==> src/rtl/uno_pkg.sv <==
// Shared types and widths for the uno PE command sequencer.
package uno_pkg;

   localparam int MAC_BW = 12;
   localparam int OUT_BW = 2*MAC_BW + 4;

   typedef enum logic [1:0] {
      OP_MAC = 2'b00,
      OP_DIV = 2'b01,
      OP_EXP = 2'b10,
      OP_LOG = 2'b11
   } op_e;

   typedef enum logic [1:0] {
      ST_IDLE  = 2'b00,
      ST_ISSUE = 2'b01,
      ST_DRAIN = 2'b10,
      ST_HOLD  = 2'b11
   } state_e;

endpackage

==> src/rtl/uno_coeff_rom.sv <==
// Series coefficient table for the non-MAC ops, fixed point Q2.10
// (0x400 = 1.0), two's complement for negative terms.
//   div : 1/(1+x)  -> 1, -1, 1, -1
//   exp : e^x      -> 1, 1, 1/2, 1/6
//   log : ln(1+x)  -> 1, -1/2, 1/3, -1/4
module uno_coeff_rom
   import uno_pkg::*;
#(
   parameter int N_TERMS = 4,
   parameter int KW      = 2
) (
   input  op_e               i_op,
   input  logic [KW-1:0]     i_k,
   output logic [MAC_BW-1:0] o_coeff
);

   // table lookup; terms beyond the table or for MAC read as zero
   always_comb begin
      o_coeff = '0;
      if (int'(i_k) < N_TERMS) begin
         case (i_op)
            OP_DIV: begin
               case (int'(i_k))
                  0:       o_coeff = 12'h400;
                  1:       o_coeff = 12'hC00;
                  2:       o_coeff = 12'h400;
                  3:       o_coeff = 12'hC00;
                  default: o_coeff = '0;
               endcase
            end
            OP_EXP: begin
               case (int'(i_k))
                  0:       o_coeff = 12'h400;
                  1:       o_coeff = 12'h400;
                  2:       o_coeff = 12'h200;
                  3:       o_coeff = 12'h0AB;
                  default: o_coeff = '0;
               endcase
            end
            OP_LOG: begin
               case (int'(i_k))
                  0:       o_coeff = 12'h400;
                  1:       o_coeff = 12'hE00;
                  2:       o_coeff = 12'h155;
                  3:       o_coeff = 12'hF00;
                  default: o_coeff = '0;
               endcase
            end
            default: o_coeff = '0;
         endcase
      end
   end

endmodule

==> src/rtl/uno_seq.sv <==
// Command sequencer for one uno PE: accepts a command, drives the PE cycle
// controls (MAC beat stream or series coefficients), captures the result
// and returns it on a valid/ready port.
//
//  state    | meaning
//  ---------+------------------------------------------------------------
//  ST_IDLE  | cmd_ready high, waiting for a command
//  ST_ISSUE | MAC: consuming X/Y beats; others: one series term per cycle
//  ST_DRAIN | PE inputs neutral for PE_LAT cycles, then capture pe_out
//  ST_HOLD  | res_valid high until res_ready
module uno_seq
   import uno_pkg::*;
#(
   parameter int N_TERMS = 4,
   parameter int PE_LAT  = 1,
   parameter int LEN_BW  = 8
) (
   input  logic                clk,
   input  logic                rst,
   input  logic                cmd_valid,
   output logic                cmd_ready,
   input  logic [1:0]          cmd_op,
   input  logic [MAC_BW-1:0]   cmd_x,
   input  logic [MAC_BW-1:0]   cmd_y,
   input  logic [2*MAC_BW-1:0] cmd_z,
   input  logic [LEN_BW-1:0]   cmd_len,
   input  logic                dat_valid,
   output logic                dat_ready,
   input  logic [MAC_BW-1:0]   dat_x,
   input  logic [MAC_BW-1:0]   dat_y,
   output logic [1:0]          pe_op,
   output logic [MAC_BW-1:0]   pe_x,
   output logic [MAC_BW-1:0]   pe_y,
   output logic [2*MAC_BW-1:0] pe_z,
   output logic [MAC_BW-1:0]   pe_coeff,
   output logic                pe_first,
   output logic                pe_last,
   output logic                pe_acc_en,
   input  logic [OUT_BW-1:0]   pe_out,
   output logic                res_valid,
   input  logic                res_ready,
   output logic [OUT_BW-1:0]   res_data
);

   localparam int KW = (N_TERMS > 2) ? $clog2(N_TERMS) : 1;
   localparam int DW = (PE_LAT > 2) ? $clog2(PE_LAT) : 1;
   localparam logic [KW-1:0] K_LAST = KW'(N_TERMS - 1);
   localparam logic [DW-1:0] D_LOAD = DW'(PE_LAT - 1);

   state_e                r_state;
   state_e                w_next;
   op_e                   r_op;
   logic [MAC_BW-1:0]     r_x;
   logic [MAC_BW-1:0]     r_y;
   logic [2*MAC_BW-1:0]   r_z;
   logic [LEN_BW-1:0]     r_rem;     // beats still to accept after the current one
   logic                  r_beat0;   // next accepted beat is the first one
   logic [KW-1:0]         r_k;
   logic [DW-1:0]         r_drn;
   logic [OUT_BW-1:0]     r_res;
   logic [MAC_BW-1:0]     w_rom_coeff;
   logic                  w_is_mac;

   assign w_is_mac = (r_op == OP_MAC);

   uno_coeff_rom #(
      .N_TERMS (N_TERMS),
      .KW      (KW)
   ) u_rom (
      .i_op    (r_op),
      .i_k     (r_k),
      .o_coeff (w_rom_coeff)
   );

   // next-state decode
   always_comb begin
      w_next = r_state;
      case (r_state)
         ST_IDLE: begin
            if (cmd_valid) w_next = ST_ISSUE;
         end
         ST_ISSUE: begin
            if (w_is_mac) begin
               if (dat_valid && (r_rem == '0)) w_next = ST_DRAIN;
            end else if (r_k == K_LAST) begin
               w_next = ST_DRAIN;
            end
         end
         ST_DRAIN: begin
            if (r_drn == '0) w_next = ST_HOLD;
         end
         ST_HOLD: begin
            if (res_ready) w_next = ST_IDLE;
         end
         default: w_next = ST_IDLE;
      endcase
   end

   // state register, command latch, term/beat/drain counters, result capture
   always_ff @(posedge clk) begin
      if (rst) begin
         r_state <= ST_IDLE;
         r_op    <= OP_MAC;
         r_x     <= '0;
         r_y     <= '0;
         r_z     <= '0;
         r_rem   <= '0;
         r_beat0 <= 1'b0;
         r_k     <= '0;
         r_drn   <= '0;
         r_res   <= '0;
      end else begin
         r_state <= w_next;
         case (r_state)
            ST_IDLE: begin
               if (cmd_valid) begin
                  r_op    <= op_e'(cmd_op);
                  r_x     <= cmd_x;
                  r_y     <= cmd_y;
                  r_z     <= cmd_z;
                  r_rem   <= (cmd_len == '0) ? '0 : cmd_len - 1'b1;
                  r_beat0 <= 1'b1;
                  r_k     <= '0;
               end
            end
            ST_ISSUE: begin
               if (w_is_mac) begin
                  if (dat_valid) begin
                     r_beat0 <= 1'b0;
                     if (r_rem != '0) r_rem <= r_rem - 1'b1;
                  end
               end else if (r_k != K_LAST) begin
                  r_k <= r_k + 1'b1;
               end
               if (w_next == ST_DRAIN) r_drn <= D_LOAD;
            end
            ST_DRAIN: begin
               // pe_out already reflects the last issued input; grab it
               // before the PE sees another update
               if (r_drn != '0) r_drn <= r_drn - 1'b1;
               else             r_res <= pe_out;
            end
            default: ;
         endcase
      end
   end

   // PE and handshake outputs; everything forced low while rst is high
   always_comb begin
      cmd_ready = 1'b0;
      dat_ready = 1'b0;
      pe_op     = 2'b00;
      pe_x      = '0;
      pe_y      = '0;
      pe_z      = '0;
      pe_coeff  = '0;
      pe_first  = 1'b0;
      pe_last   = 1'b0;
      pe_acc_en = 1'b0;
      res_valid = 1'b0;
      res_data  = r_res;
      if (r_state != ST_IDLE) pe_op = r_op;
      case (r_state)
         ST_IDLE: begin
            cmd_ready = 1'b1;
         end
         ST_ISSUE: begin
            if (w_is_mac) begin
               dat_ready = 1'b1;
               pe_z      = r_z;
               if (dat_valid) begin
                  pe_x      = dat_x;
                  pe_y      = dat_y;
                  pe_acc_en = !r_beat0;
               end else begin
                  // stall: zero product keeps the accumulator unchanged
                  pe_acc_en = 1'b1;
               end
            end else begin
               pe_x     = r_x;
               pe_y     = r_y;
               pe_coeff = w_rom_coeff;
               pe_first = (r_k == '0);
               pe_last  = (r_k == K_LAST);
            end
         end
         ST_DRAIN: begin
            if (w_is_mac) begin
               pe_z      = r_z;
               pe_acc_en = 1'b1;
            end
         end
         ST_HOLD: begin
            res_valid = 1'b1;
         end
         default: ;
      endcase
      if (rst) begin
         cmd_ready = 1'b0;
         dat_ready = 1'b0;
         pe_op     = 2'b00;
         pe_x      = '0;
         pe_y      = '0;
         pe_z      = '0;
         pe_coeff  = '0;
         pe_first  = 1'b0;
         pe_last   = 1'b0;
         pe_acc_en = 1'b0;
         res_valid = 1'b0;
         res_data  = '0;
      end
   end

endmodule

==> config.mk <==
export PLATFORM = sky130hd
export DESIGN_NAME = uno_seq
export DESIGN_NICKNAME = d
export VERILOG_FILES = /design/src/rtl/uno_pkg.sv /design/src/rtl/uno_coeff_rom.sv /design/src/rtl/uno_seq.sv
export SDC_FILE = /design/constraint.sdc
export NUM_CORES = 1
export LEC_CHECK = 0
export CAP_MARGIN = 10
export CELL_PAD_IN_SITES_DETAIL_PLACEMENT = 1
export CELL_PAD_IN_SITES_GLOBAL_PLACEMENT = 2
export CORE_MARGIN = 2
export CORE_UTILIZATION = 20
export DETAILED_ROUTE_END_ITERATION = 10
export GPL_TIMING_DRIVEN = 0
export PLACE_DENSITY = 0.83
export SYNTH_ARGS = -nofsm -noshare
export SYNTH_HDL_FRONTEND = slang
export SYNTH_SLANG_ARGS = --single-unit
==> constraint.sdc <==
create_clock -name clk -period 2 [get_ports clk]
set_input_delay 0.3 -clock clk [delete_from_list [all_inputs] [get_ports clk]]
set_output_delay 0.3 -clock clk [all_outputs]
set_load 0.005 [all_outputs]
After elaboration in Yosys (flattened, before gate mapping)

Cells that the tools add are included.

Output and inout bits: 96
Register bits after elaboration: 92

Reductions and logical operators: 21
Mux-type cells: 62
Bitwise logic cells: 1
Add/sub/neg operators: 4
Equal/unequal tests: 18

Operators with widths:

| operator                                          | count |
|---|---|
| 2-to-1 mux 12 bit                                 | 11 |
| 2-to-1 mux 24 bit                                 | 3 |
| one-hot mux 12 bit (3 select lines)               | 2 |
| one-hot mux 12 bit (4 select lines)               | 1 |
| 2-to-1 mux 8 bit                                  | 5 |
| 2-to-1 mux 28 bit                                 | 1 |
| one-hot mux 12 bit (2 select lines)               | 1 |
| 2-to-1 mux 2 bit                                  | 11 |
| 2-to-1 mux 1 bit                                  | 21 |
| zero test 8 bit                                   | 2 |
| != test 2 bit (second input constant)             | 8 |
| one-hot mux 8 bit (2 select lines)                | 1 |
| subtractor 8 x 1 -> 8 bit (second input constant) | 2 |
| == test 2 bit (second input constant)             | 7 |
| one-hot mux 2 bit (4 select lines)                | 1 |
| AND reduction 4 bit                               | 2 |
| nonzero test 8 bit                                | 1 |
| OR reduction 2 bit                                | 4 |
| == test 2 x 1 -> 1 bit (second input constant)    | 3 |
| zero test 2 bit                                   | 3 |
| one-hot mux 1 bit (2 select lines)                | 3 |
| AND reduction 2 bit                               | 3 |
| nonzero test 2 bit                                | 3 |
| AND reduction 5 bit                               | 1 |
| other kinds (6)                                   | 6 |

Longest topological paths before layout

Depth in word-level cells: 8
Mapped depth: 8

By module

From an unflattened synthesis, not the netlist that was laid out.

Cell total of the unflattened synthesis: 578
Area total of the unflattened synthesis: 4,616.9 um^2

Modules (own cells, without submodules):

| module        | area each (um^2) | times used | cells each | sequential area each (um^2) |
|---|---|---|---|---|
| uno_seq       | 4,500.6          | 1          | 561        | 1,821.7 |
| uno_coeff_rom | 116.4            | 1          | 17         | 0.0 |

Worst setup path before layout

No wires, ideal clock.

Path kind: register to output
Start point: reg r_state[1]
End point: out pe_x[0]
Path buffers: 2
Stages on the path, launching flop included: 9
Setup slack: 0.005 ns
Data arrival time: 1.695 ns
Cell sequence: dfxtp_1 -> inv_1 -> ha_1 -> nand2b_1 -> nor3_1 -> and2_1 -> clkbuf_1 -> clkbuf_1 -> a22o_1

Word-level cells in the longest chain between the ends: 3

RTL lines:

| item                   | line           | RTL |
|---|---|---|
| from (decl)            | uno_seq.sv:50  | `state_e r_state;` |
| from (signal assigned) | uno_seq.sv:113 | `r_state <= w_next;` |
| == test 2 x 1 -> 1 bit | uno_seq.sv:163 | `case (r_state)` |
| 2-to-1 mux 12 bit      | uno_seq.sv:163 |  |
| 2-to-1 mux 12 bit      | uno_seq.sv:198 | `if (rst) begin` |
| to (decl)              | uno_seq.sv:32  | `output logic [MAC_BW-1:0] pe_x,` |

No other way between the ends.

Final worst setup path

Start point: reg r_state[1]
End point: out pe_z[22]

Word-level cells in the longest chain between the ends: 4
Elaborated cells between the ends (all ways): 5
Classes of those cells: eq/ne: 2; mux: 2; reduce/logical: 1

RTL lines:

| item                                                           | line           | RTL |
|---|---|---|
| == test 2 bit / == test 2 x 1 -> 1 bit (equally long branches) | uno_seq.sv:163 |  |
| OR reduction 2 bit (no line) *                                 | n/a            |  |
| 2-to-1 mux 24 bit *                                            | n/a            |  |
| 2-to-1 mux 24 bit *                                            | uno_seq.sv:198 |  |
| to (decl)                                                      | uno_seq.sv:34  | `output logic [2*MAC_BW-1:0] pe_z,` |

Every way passes the cells marked *; elsewhere a longest branch is shown, timed or not.

==> out/qor.yml <==
clock_tree:
  cts.sinks: 91
  root_buffer: "clkbuf_16"
  cts_tree: "yes"
  cts_buffers: 9
  cts_max_path_buffers: 2
  clock_latency_ps: 350
  htreeDepth: 3
  holdBufCountCts: 0
  clk_pin_slew_ps: 70
sta:
  hold_viol: 0
  fin_ws_ps: -241
  whs_ps: 453
  worst_pin_slew_ps: 657
  max_slew_margin_pct: 56.2
  max_freq_mhz: 446
  slew_violations: 0
  rsz0062_at_grt: "true"
  fin_crit_sh_pct: 112
  period_needed_ps: 2240
  skew_ps: 7.69
  setup_viol: 58
global_route:
  grt_pass1_wl_um: 28900
  gr-total-overflow: 0
  grt_max_degree: 20
  grt_usage_pct: 15.2
  antenna_found_initial: 0
  grt_pass1_vias: 5289
floorplan:
  die_area_um2: 24300
  die_w_um: 156
  rows: 55
  chipHeight_um: 156
  initial_core_util_pct: 20.4
  core-area_um2: 22600
  io_pins: 211
synthesis:
  synth_edf_count: 0
  netlist_area_um2: 4610
  ys.flop_type: "dfxtp_1"
  ys_top_cells_by_area: "dfxtp_1, nand2_1, a21oi_1, mux2i_1, a22o_1"
  synthCells: 575
  synthDistinctLibCells: 52
  yosys_warnings: 0
  synth-async-reset-ratio_pct: 0
  ys_ff_latch: 91
  synth_top_area_cell: "dfxtp_1"
  synth_fp_nets: 704
  avgSynthCellArea_um2: 8.02
  ys_seq_area_share_pct: 39.5
  synth_top_area_share_pct: 39.5
pwr:
  p_sw_mw: 2.86
  power.share.combinational_pct: 45.7
  vdd_drop_max_mv: 0.401
  power.share.clock_pct: 23.8
  p_per_area_nw_per_um2: 986
  sw_frac_of_total_pct: 35.6
  p_int_mw: 5.17
  power_leakage_nw: 3.33
  p_seq_share_pct: 30.5
finish:
  fin_nets: 974
  area_growth_pct: 76.6
  final_layout_size_suffix_gt1_share_pct: 26.8
  seqCellArea_um2: 1830
  post-route-util_pct: 36.0
  antennaDiodeCount: 0
  multi_input_area_um2: 2780
  finish.instance_area_um2: 8150
  n_fill_cell: 2636
critical_path:
  cpMostUsedCell: "buf_4"
  startpoint: "r_state[1]"
  path_buf_inv: 6
  cp.required_ps: 1700
  cp-end-kind: "output port"
  critPathLaunchType: "flop"
  cp_top_family: "buffers and inverters"
  path_class: "reg -> out"
  rr_worst_depth: 6
  cpPeakStageDelay_ps: 340
  crit_path_top_delay_cell: "dfxtp_2"
  crit_fanout: 5
  r2r-start: "r_state[1]"
  cp_num_cells: 9
  worstPathArrival_ps: 1940
  path_cells: "inv_2 > buf_4 > ha_4 > and3_4 > buf_12 > buf_8 > buf_4 > and2_1 > buf_2"
detailed_routing:
  vias: 4998
  drt_wl_total_um: 18700
  vias_per_cell: 4.40
  wl_per_cell_um: 16.5
  antenna_left: 0
  drc: 0
  dr.first_iter.drc_count: 205
  firstDrtPassIters: 4
run_status:
  status: "finished with violations"
  violations: "setup timing"
placed_design:
  dp_slack_ps: -1260
  place_area_um2: 7070
  io_buffers: 210
  dpl.hpwl_um: 13400
  place.gp.congestion: 0.764
worst_hold_path:
  hold_class: "reg -> reg"
  hold_start: "r_z[1]"
  hold_depth: 2
run:
  max_cap_viol_count: 0
[logic make-up (layout without fill, tap and decap cells)]
| group | Yosys count | after routing | synth area share, % |
|---|---|---|---|
| mux | 30 | 30 | 6.54 |
| buf+inv | 63 | 338 | 5.91 |
| compound gates | 129 | 129 | 18.1 |
| simple gates | 246 | 246 | 25.8 |
| fa+ha+maj | 14 | 14 | 3.80 |
| flops | 91 | 91 | 39.5 |
| xor+xnor | 2 | 2 | 0.380 |
[state kept, by name, indices dropped and copies added, names as in the netlist]
signal   count
r_res       28
r_z         24
r_x         12
r_y         12
r_rem        8
r_k          2
r_op         2
r_state      2
r_beat0      1
[metrics by stage]
stage | setup TNS (ps) | power, mW | cells
6_report | -9400 | 8.04 | 1135
3_5_place_dp | -86180 | 5.34 | 1070
5_1_grt | -14190 | 8.61 | 1135
2_1_floorplan | 0 | 4.14 | 575
3_3_place_gp | -82680 | 5.29 | 1070
4_1_cts | -11130 | 7.95 | 1133
[layout make-up]
type,count,share of cell area [%]
inverters,16,0.814
repair buffers,268,30.6
clock buffers,11,2.98
flip-flops and latches,91,22.5
multi-input cells,421,34.2
plain buffers,38,3.52
well taps,285,4.38
clock inverters,5,1.03
[what timing repair did]
action	in CTS	in global routing
gates cloned	4	0
endpoints found under the setup margin	124	147
gates resized for setup	391	64
buffers inserted	47	8
pin swaps	20	21
endpoints found under the hold margin	0	0
[layout by cell type (no fill, tap or decap), types with 4 or more instances in the layout]
master	netlist	layout
clkdlybuf4s50_1	0	140
nand2_1	105	104
dfxtp_1	91	85
a21oi_1	63	62
buf_6	0	51
nor2_1	50	45
buf_2	2	45
nor2b_1	31	30
mux2i_1	29	29
buf_4	9	26
a22o_1	24	24
and2_4	0	14
and2_1	28	14
clkbuf_2	0	13
inv_1	16	11
buf_8	0	10
clkbuf_1	36	10
ha_1	14	10
clkbuf_16	0	9
o21ai_0	8	8
a211oi_1	7	5
nor2_4	0	4
nand2b_1	5	4
dfxtp_2	0	4
[final timing paths]
path | end | slack (ps)
min | r_z[1] | 450
min reg2reg | r_z[1] | 450
max | pe_z[22] | -240
max reg2reg | r_rem[1] | -120
[synthesized netlist by cell type (all sizes together), types with 7 or more instances]
cell type and instances:
nor2b 31, a211oi 7, buf 11, and2 28, dfxtp 91, clkbuf 36, a21oi 63, mux2i 29
nor2 50, ha 14, a22o 24, o21ai 8, nand2 105, inv 16
[metal layers]
layer	vias up	global-route usage [%]	share of wire (%)	routed length [µm]
met5	-	0	0	0
met4	0	4.94	2.0	378
met3	19	3.64	5.0	939
met2	113	26.3	49	9230
met1	2379	18.5	44	8170
li1	2487	-	-	-
[power groups by stage]
stage	Sequential (mW)	Clock [mW]	Combinational [mW]
finish	2.45	1.91	3.68
global route	2.50	2.05	4.07
CTS	2.44	1.99	3.52
detailed placement	2.46	0	2.88
global placement	2.45	0	2.84
floorplan	2.38	0	1.76
[worst min-delay path, cell delays in order (launching register included)]
cell and delay [ps]:
dfxtp_1 310, nand2_1 50, a21oi_1 50
No activity file was read; power rests on OpenSTA's default activity.
